### config.mk
export PLATFORM = sky130hd
export DESIGN_NAME = mem_ctrl_nport
export DESIGN_NICKNAME = d
export VERILOG_FILES = /design/src/rtl/mem_ctrl_pkg.sv /design/src/rtl/rr_arbiter.sv /design/src/rtl/mem_ctrl_nport.sv
export SDC_FILE = /design/constraint.sdc
export NUM_CORES = 1
export LEC_CHECK = 0
export ABC_AREA = 0
export CORE_MARGIN = 2
export CORE_UTILIZATION = 43
export CTS_CLUSTER_SIZE = 28
export DETAILED_ROUTE_END_ITERATION = 10
export PLACE_DENSITY = 0.8
export SETUP_SLACK_MARGIN = 0.15
export SLEW_MARGIN = 30
export SYNTH_ARGS = -nofsm -noshare
export SYNTH_HDL_FRONTEND = slang
export SYNTH_SLANG_ARGS = --single-unit
### constraint.sdc
create_clock -name clk_i -period 1.6 [get_ports clk_i]
set_input_delay 0.32 -clock clk_i [delete_from_list [all_inputs] [get_ports clk_i]]
set_output_delay 0.32 -clock clk_i [all_outputs]
set_load 0.01 [all_outputs]
### src/rtl/mem_ctrl_pkg.sv
// Shared FSM state type, default parameter values and width helper for the
// N-port memory controller.
package mem_ctrl_pkg;

  localparam int DEF_ADDR_W   = 18;
  localparam int DEF_RAM_W    = 16;
  localparam int DEF_RATIO    = 2;
  localparam int DEF_PORTS    = 2;
  localparam int DEF_ARB_MODE = 1;

  typedef enum logic [1:0] {
    IDLE    = 2'd0,
    ACCESS  = 2'd1,
    CAPTURE = 2'd2,
    RESP    = 2'd3
  } state_e;

  // Index width for n items; never narrower than one bit.
  function automatic int idx_w(input int n);
    return (n > 1) ? $clog2(n) : 1;
  endfunction

endpackage

### src/rtl/rr_arbiter.sv
// Port arbiter: fixed priority (lowest index wins) or round-robin starting
// after the last granted port. Output grant is one-hot, or zero when no
// port requests.
module rr_arbiter
  import mem_ctrl_pkg::*;
#(
  parameter int PORTS    = DEF_PORTS,
  parameter int ARB_MODE = DEF_ARB_MODE,
  localparam int PW      = idx_w(PORTS)
) (
  input  logic [PORTS-1:0] req_i,
  input  logic [PW-1:0]    last_grant_i,
  output logic [PORTS-1:0] grant_o
);

  logic found_s;

  // Scan candidates in priority order and grant the first requesting port.
  always_comb begin
    grant_o = '0;
    found_s = 1'b0;
    if (ARB_MODE == 0) begin
      for (int i = 0; i < PORTS; i++) begin
        if (!found_s && req_i[i]) begin
          grant_o[i] = 1'b1;
          found_s    = 1'b1;
        end else begin
          grant_o[i] = grant_o[i];
        end
      end
    end else begin
      // Offset 1 is the port right after last_grant; offset PORTS wraps back
      // to last_grant itself so a lone requester is always served.
      for (int i = 1; i <= PORTS; i++) begin
        for (int j = 0; j < PORTS; j++) begin
          if (!found_s && req_i[j] && (j == ((int'(last_grant_i) + i) % PORTS))) begin
            grant_o[j] = 1'b1;
            found_s    = 1'b1;
          end else begin
            grant_o[j] = grant_o[j];
          end
        end
      end
    end
  end

endmodule

### src/rtl/mem_ctrl_nport.sv
// Multi-port controller in front of a narrow synchronous RAM. One request at
// a time is accepted from an arbitrated port; its word is moved as RATIO
// RAM beats (least significant lane first) and completed by a one-cycle
// rsp_valid pulse on the requesting port.
module mem_ctrl_nport
  import mem_ctrl_pkg::*;
#(
  parameter int ADDR_W   = DEF_ADDR_W,
  parameter int RAM_W    = DEF_RAM_W,
  parameter int RATIO    = DEF_RATIO,
  parameter int PORTS    = DEF_PORTS,
  parameter int ARB_MODE = DEF_ARB_MODE,
  localparam int WORD_W  = RAM_W * RATIO,
  localparam int PW      = idx_w(PORTS),
  localparam int BW      = idx_w(RATIO)
) (
  input  logic                     clk_i,
  input  logic                     rst_ni,
  input  logic [PORTS-1:0]         req_valid_i,
  output logic [PORTS-1:0]         req_ready_o,
  input  logic [PORTS-1:0]         req_we_i,
  input  logic [PORTS*ADDR_W-1:0]  req_addr_i,
  input  logic [PORTS*WORD_W-1:0]  req_wdata_i,
  output logic [PORTS-1:0]         rsp_valid_o,
  output logic [WORD_W-1:0]        rsp_data_o,
  output logic [ADDR_W-1:0]        ram_addr_o,
  output logic                     ram_we_o,
  output logic [RAM_W-1:0]         ram_wdata_o,
  input  logic [RAM_W-1:0]         ram_rdata_i
);

  // Request address bits below the beat index are ignored; the beat counter
  // replaces them on the RAM address.
  localparam logic [ADDR_W-1:0] LOW_MASK  = ADDR_W'(RATIO - 1);
  localparam logic [BW-1:0]     LAST_BEAT = BW'(RATIO - 1);

  state_e              state_q,      state_d;
  logic [PW-1:0]       port_q,       port_d;
  logic                we_q,         we_d;
  logic [ADDR_W-1:0]   addr_q,       addr_d;
  logic [WORD_W-1:0]   wdata_q,      wdata_d;
  logic [BW-1:0]       beat_q,       beat_d;
  logic [WORD_W-1:0]   lane_q,       lane_d;
  logic [PW-1:0]       last_grant_q, last_grant_d;
  logic [WORD_W-1:0]   rsp_data_q,   rsp_data_d;
  logic [PORTS-1:0]    rsp_valid_q,  rsp_valid_d;
  logic [ADDR_W-1:0]   ram_addr_q,   ram_addr_d;
  logic                ram_we_q,     ram_we_d;
  logic [RAM_W-1:0]    ram_wdata_q,  ram_wdata_d;

  logic [PORTS-1:0]    grant_s;
  logic [PW-1:0]       gnt_idx_s;
  logic                idle_s;
  logic                transfer_s;
  logic                sel_we_s;
  logic [ADDR_W-1:0]   sel_addr_s;
  logic [WORD_W-1:0]   sel_wdata_s;
  logic [BW-1:0]       beat_nx_s;

  rr_arbiter #(
    .PORTS    (PORTS),
    .ARB_MODE (ARB_MODE)
  ) u_arb (
    .req_i        (req_valid_i),
    .last_grant_i (last_grant_q),
    .grant_o      (grant_s)
  );

  // Ready is only offered in IDLE and never while reset is held, so nothing
  // can transfer during reset even though the state register reads IDLE.
  assign idle_s      = (state_q == IDLE) && rst_ni;
  assign req_ready_o = idle_s ? grant_s : '0;
  assign transfer_s  = idle_s && (|grant_s);
  assign beat_nx_s   = beat_q + BW'(1);

  // Encode the one-hot grant and mux the granted port's request fields.
  always_comb begin
    gnt_idx_s   = '0;
    sel_we_s    = 1'b0;
    sel_addr_s  = '0;
    sel_wdata_s = '0;
    for (int j = 0; j < PORTS; j++) begin
      gnt_idx_s   = gnt_idx_s   | (grant_s[j] ? PW'(j) : PW'(0));
      sel_we_s    = sel_we_s    | (grant_s[j] & req_we_i[j]);
      sel_addr_s  = sel_addr_s  | (req_addr_i[j*ADDR_W +: ADDR_W] & {ADDR_W{grant_s[j]}});
      sel_wdata_s = sel_wdata_s | (req_wdata_i[j*WORD_W +: WORD_W] & {WORD_W{grant_s[j]}});
    end
  end

  // Next-state and next-output logic; RAM outputs are computed one cycle
  // ahead so each beat appears on registered ports while in ACCESS.
  always_comb begin
    state_d      = state_q;
    port_d       = port_q;
    we_d         = we_q;
    addr_d       = addr_q;
    wdata_d      = wdata_q;
    beat_d       = beat_q;
    lane_d       = lane_q;
    last_grant_d = last_grant_q;
    rsp_data_d   = rsp_data_q;
    rsp_valid_d  = '0;
    ram_addr_d   = ram_addr_q;
    ram_we_d     = 1'b0;
    ram_wdata_d  = ram_wdata_q;
    case (state_q)
      IDLE: begin
        if (transfer_s) begin
          state_d      = ACCESS;
          port_d       = gnt_idx_s;
          we_d         = sel_we_s;
          addr_d       = sel_addr_s;
          wdata_d      = sel_wdata_s;
          beat_d       = BW'(0);
          last_grant_d = gnt_idx_s;
          ram_addr_d   = sel_addr_s & ~LOW_MASK;
          ram_we_d     = sel_we_s;
          ram_wdata_d  = sel_wdata_s[RAM_W-1:0];
        end else begin
          state_d = IDLE;
        end
      end
      ACCESS: begin
        // Read data of the previous beat arrives now.
        if (beat_q != BW'(0)) begin
          lane_d[int'(beat_q - BW'(1)) * RAM_W +: RAM_W] = ram_rdata_i;
        end else begin
          lane_d = lane_q;
        end
        if (beat_q == LAST_BEAT) begin
          state_d = CAPTURE;
        end else begin
          beat_d      = beat_nx_s;
          ram_addr_d  = (addr_q & ~LOW_MASK) | ADDR_W'(beat_nx_s);
          ram_we_d    = we_q;
          ram_wdata_d = wdata_q[int'(beat_nx_s) * RAM_W +: RAM_W];
        end
      end
      CAPTURE: begin
        lane_d[(RATIO-1)*RAM_W +: RAM_W] = ram_rdata_i;
        beat_d  = BW'(0);
        state_d = RESP;
        for (int j = 0; j < PORTS; j++) begin
          rsp_valid_d[j] = (port_q == PW'(j));
        end
        if (!we_q) begin
          rsp_data_d = lane_d;
        end else begin
          rsp_data_d = rsp_data_q;
        end
      end
      RESP: begin
        state_d = IDLE;
      end
      default: begin
        state_d = IDLE;
      end
    endcase
  end

  // State and output registers; reset aborts any access in flight.
  always_ff @(posedge clk_i or negedge rst_ni) begin
    if (!rst_ni) begin
      state_q      <= IDLE;
      port_q       <= '0;
      we_q         <= 1'b0;
      addr_q       <= '0;
      wdata_q      <= '0;
      beat_q       <= '0;
      lane_q       <= '0;
      last_grant_q <= PW'(PORTS - 1);
      rsp_data_q   <= '0;
      rsp_valid_q  <= '0;
      ram_addr_q   <= '0;
      ram_we_q     <= 1'b0;
      ram_wdata_q  <= '0;
    end else begin
      state_q      <= state_d;
      port_q       <= port_d;
      we_q         <= we_d;
      addr_q       <= addr_d;
      wdata_q      <= wdata_d;
      beat_q       <= beat_d;
      lane_q       <= lane_d;
      last_grant_q <= last_grant_d;
      rsp_data_q   <= rsp_data_d;
      rsp_valid_q  <= rsp_valid_d;
      ram_addr_q   <= ram_addr_d;
      ram_we_q     <= ram_we_d;
      ram_wdata_q  <= ram_wdata_d;
    end
  end

  assign rsp_valid_o = rsp_valid_q;
  assign rsp_data_o  = rsp_data_q;
  assign ram_addr_o  = ram_addr_q;
  assign ram_we_o    = ram_we_q;
  assign ram_wdata_o = ram_wdata_q;

endmodule

==> flow_metrics.tcl <==
set metrics [dict create \
    wl_um 23900 \
    cts_sinks 140 \
    htree_levels 4 \
    die_h_um 125 \
    rsz0062_at_grt "true" \
    ys_top_cells_by_count "dfrtp_1 (139), nand2_1 (74), o21ai_1 (51)" \
    critPathLaunchType "register" \
    area_delta_synth_final_pct 83.1 \
    comb_power_share 0.549 \
    vias 6039 \
    multi_input_area_sq_um 3740 \
    cts_buffers 17 \
    ant_nets 0 \
    syn_area_sq_um 6330 \
    end_kind "register" \
    core_area_sq_um 14500 \
    track_usage 0.264 \
    p_clk_frac 0.186 \
    worst-r2r-cell-count 9 \
    fin_nets 939 \
    swShare 0.367 \
    violations "setup timing" \
    setup_viol 104 \
    max_slew_margin 0.433 \
    die_x_um 125 \
    synthSimpleGateAreaFrac 0.0716 \
    ys_top_cells_by_area "dfrtp_1 (55%), mux2_2 (6.9%), a22oi_1 (5.9%)" \
    final_util 0.800 \
    synthXorXnorAreaFrac 0 \
    synthDistinctLibCells 33 \
    p_int_w 0.0162 \
    drv_slew 0 \
    synth_top_family_by_area "compound AO/OA/AOI/OAI gates" \
    finalInstanceArea_sq_um 11600 \
    finalCriticalPeriod_ns 1.94 \
    clockBufferDepth 2 \
    drc_errors 0 \
    dominantRegCellSynth "dfrtp_1" \
    fill_cells 750 \
    synthCells 561 \
    grt_pass1_wl_um 32600 \
    power.density_nw_per_um2 2210 \
    place_area_sq_um 8610 \
    synth_edf_count 0 \
    dp.final_hpwl_um 11400 \
    grt_pass1_vias 6150 \
    p_leak_nw 5.18 \
    syn_avg_cell_area_sq_um 11.3 \
    skew_ns 0.0113 \
    cp.arrival_ns 2.31 \
    synth_compound_area_frac 0.214 \
    cp_max_fo 7 \
    root_buffer "clkbuf_16" \
    drtPass1Iterations 5 \
    finalCritPeriodShare 1.21 \
    cpMaxStageDelayCell "dfrtp_1" \
    yosysTopAreaCell "dfrtp_1" \
    critPathKind "register to register" \
    max_freq_mhz 516 \
    seq_area_sq_um 3500 \
    cts_tree "yes" \
    crit_required_ns 1.97 \
    die_area_sq_um 15700 \
    clk_latency_ns 0.43 \
    async_reset_ff_frac 1.00 \
    start_util 0.437 \
    max_stage_delay_ns 0.41 \
    synthAdderAreaFrac 0.00791 \
    ys_ff_latch 140 \
    hold_class "input pin to asynchronous set/reset pin" \
    port_buffers 190 \
    grt.overflow.total 0 \
    wl_per_cell_um 23.7 \
    std_cell_rows 44 \
    ir_worst_vdd_uv 1250 \
    max_cap_violations 0 \
    drive_gt1_frac 0.416 \
    synth_fp_nets 687 \
    dr.first_iter.drc_count 468 \
    seq_power_share 0.265 \
    gp_congestion 0.788 \
    finalPower_w 0.0255 \
    worst_pin_slew_ns 0.851 \
    grt_max_degree 69 \
    status "finished, violations left" \
    path_clk_slew_ns 0.06 \
    antenna_found_initial 1 \
    crit_chain "inv_2, buf_6, ha_4, and2_4, a211o_4, buf_12, clkbuf_16, a21oi_1, a22o_1" \
    muxShareOfSynthArea 0.113 \
    switchingPower_w 0.00938 \
    yosysMostFrequentCell "dfrtp_1" \
    finalSetupTns_ns -20.77 \
    place_ws_ns -0.601 \
    finalWorstSetupSlack_ns -0.336 \
    ys_warn_count 0 \
    finalHoldViolCount 0 \
    io_pins 193 \
    viasPerCell 5.97 \
    synth.yosys.seq_area_share 0.554 \
    synth_top_area_frac 0.550 \
]
==> path summary, 6_finish.rpt <==
path	start	to	slack [ns]
setup / recovery	state_q[1]	ram_wdata_o[2]	-0.34
max in group asynchronous	rst_ni	rsp_data_o[17]	0.83
hold reg to reg	port_q	rsp_valid_o[0]	0.46
setup reg to reg	state_q[1]	ram_wdata_o[2]	-0.34
min in group clk_i	rst_ni	last_grant_q	0.17
hold / removal	rst_ni	beat_q	0.03
==> power groups by stage <==
stage	logic, W	registers, W	clock network [W]
after global routing	0.0147	0.00694	0.00494
after floorplan	0.00449	0.00648	0
final	0.0140	0.00677	0.00476
after global placement	0.00770	0.00621	0
after CTS	0.0114	0.00636	0.00471
after detailed placement	0.00804	0.00630	0
==> state kept, by name (all words and copies together) (netlist names), 2 cells and up <==
| signal | flops |
|---|---|
| state_q | 2 |
| ram_addr_o | 18 |
| addr_q | 17 |
| lane_q | 16 |
| rsp_data_o | 32 |
| wdata_q | 32 |
| ram_wdata_o | 16 |
| rsp_valid_o | 2 |
==> cells in the final DEF, fill, tap and decap left out, types with 3 or more instances in the layout <==
master           count
o21ai_0              3
dlygate4sd2_1       40
buf_12              18
a221oi_1            12
nand2_4             48
mux2i_1             16
clkdlybuf4s50_1    117
bufinv_16            6
dfrtp_1            139
ha_4                 3
a221o_1             16
o21ai_1              9
a21oi_2             14
nor2b_1             18
nand2_1              9
o21ai_2             42
o31ai_2              7
clkdlybuf4s15_1     27
buf_6               24
o31ai_4             10
a22oi_2              3
a22o_1              16
buf_16              21
clkbuf_16           22
a22oi_1             47
a221oi_2             5
buf_4               27
nand2_2             15
mux2_2               3
mux2_4              46
clkbuf_8             6
==> cell type report <==
type | count | area share
antenna | 1 | 0.000216
clock buffer | 23 | 0.0439
clock inverter | 9 | 0.0176
inverter | 4 | 0.00130
multi-input combinational | 366 | 0.323
sequential | 140 | 0.303
tap | 184 | 0.0199
timing repair buffer | 284 | 0.292
==> layer usage <==
metal | track usage | wire length [um]
met5 | 0 | 0
met4 | 0.120 | 952
met3 | 0.0650 | 1640
met2 | 0.439 | 12100
met1 | 0.325 | 9220
==> what timing repair did <==
action	CTS	global route
hold buffers	1	0
hold endpoints to repair	1	0
endpoints found under the setup margin	199	159
gates cloned	21	5
gates resized for setup	284	165
setup buffers	20	10
pin swaps	37	25
==> logic make-up after synthesis <==
| kind of cell | Yosys count |
|---|---|
| AND/OR/NAND/NOR | 103 |
| adder cells (fa/ha/maj) | 4 |
| flip-flops | 140 |
| buffers and inverters | 55 |
| multiplexers | 65 |
| AO/OA/AOI/OAI | 194 |
==> per-stage QoR <==
step                std cells  hold slack [ns]
floorplan                 561           0.0244
global placement          921            0.389
detailed placement        921            0.394
CTS                       995           0.0195
global route             1010           0.0483
finish                   1011           0.0257
==> worst max-delay path: cells and delay by family, from the launching register on <==
kind | cells | cell delay [ns]
buffers and inverters | 4 | 0.56
flip-flops | 1 | 0.41
AND/OR/NAND/NOR | 1 | 0.14
AO/OA/AOI/OAI | 3 | 0.59
adder cells (fa/ha/maj) | 1 | 0.17
(Power assumes the default switching activity.)
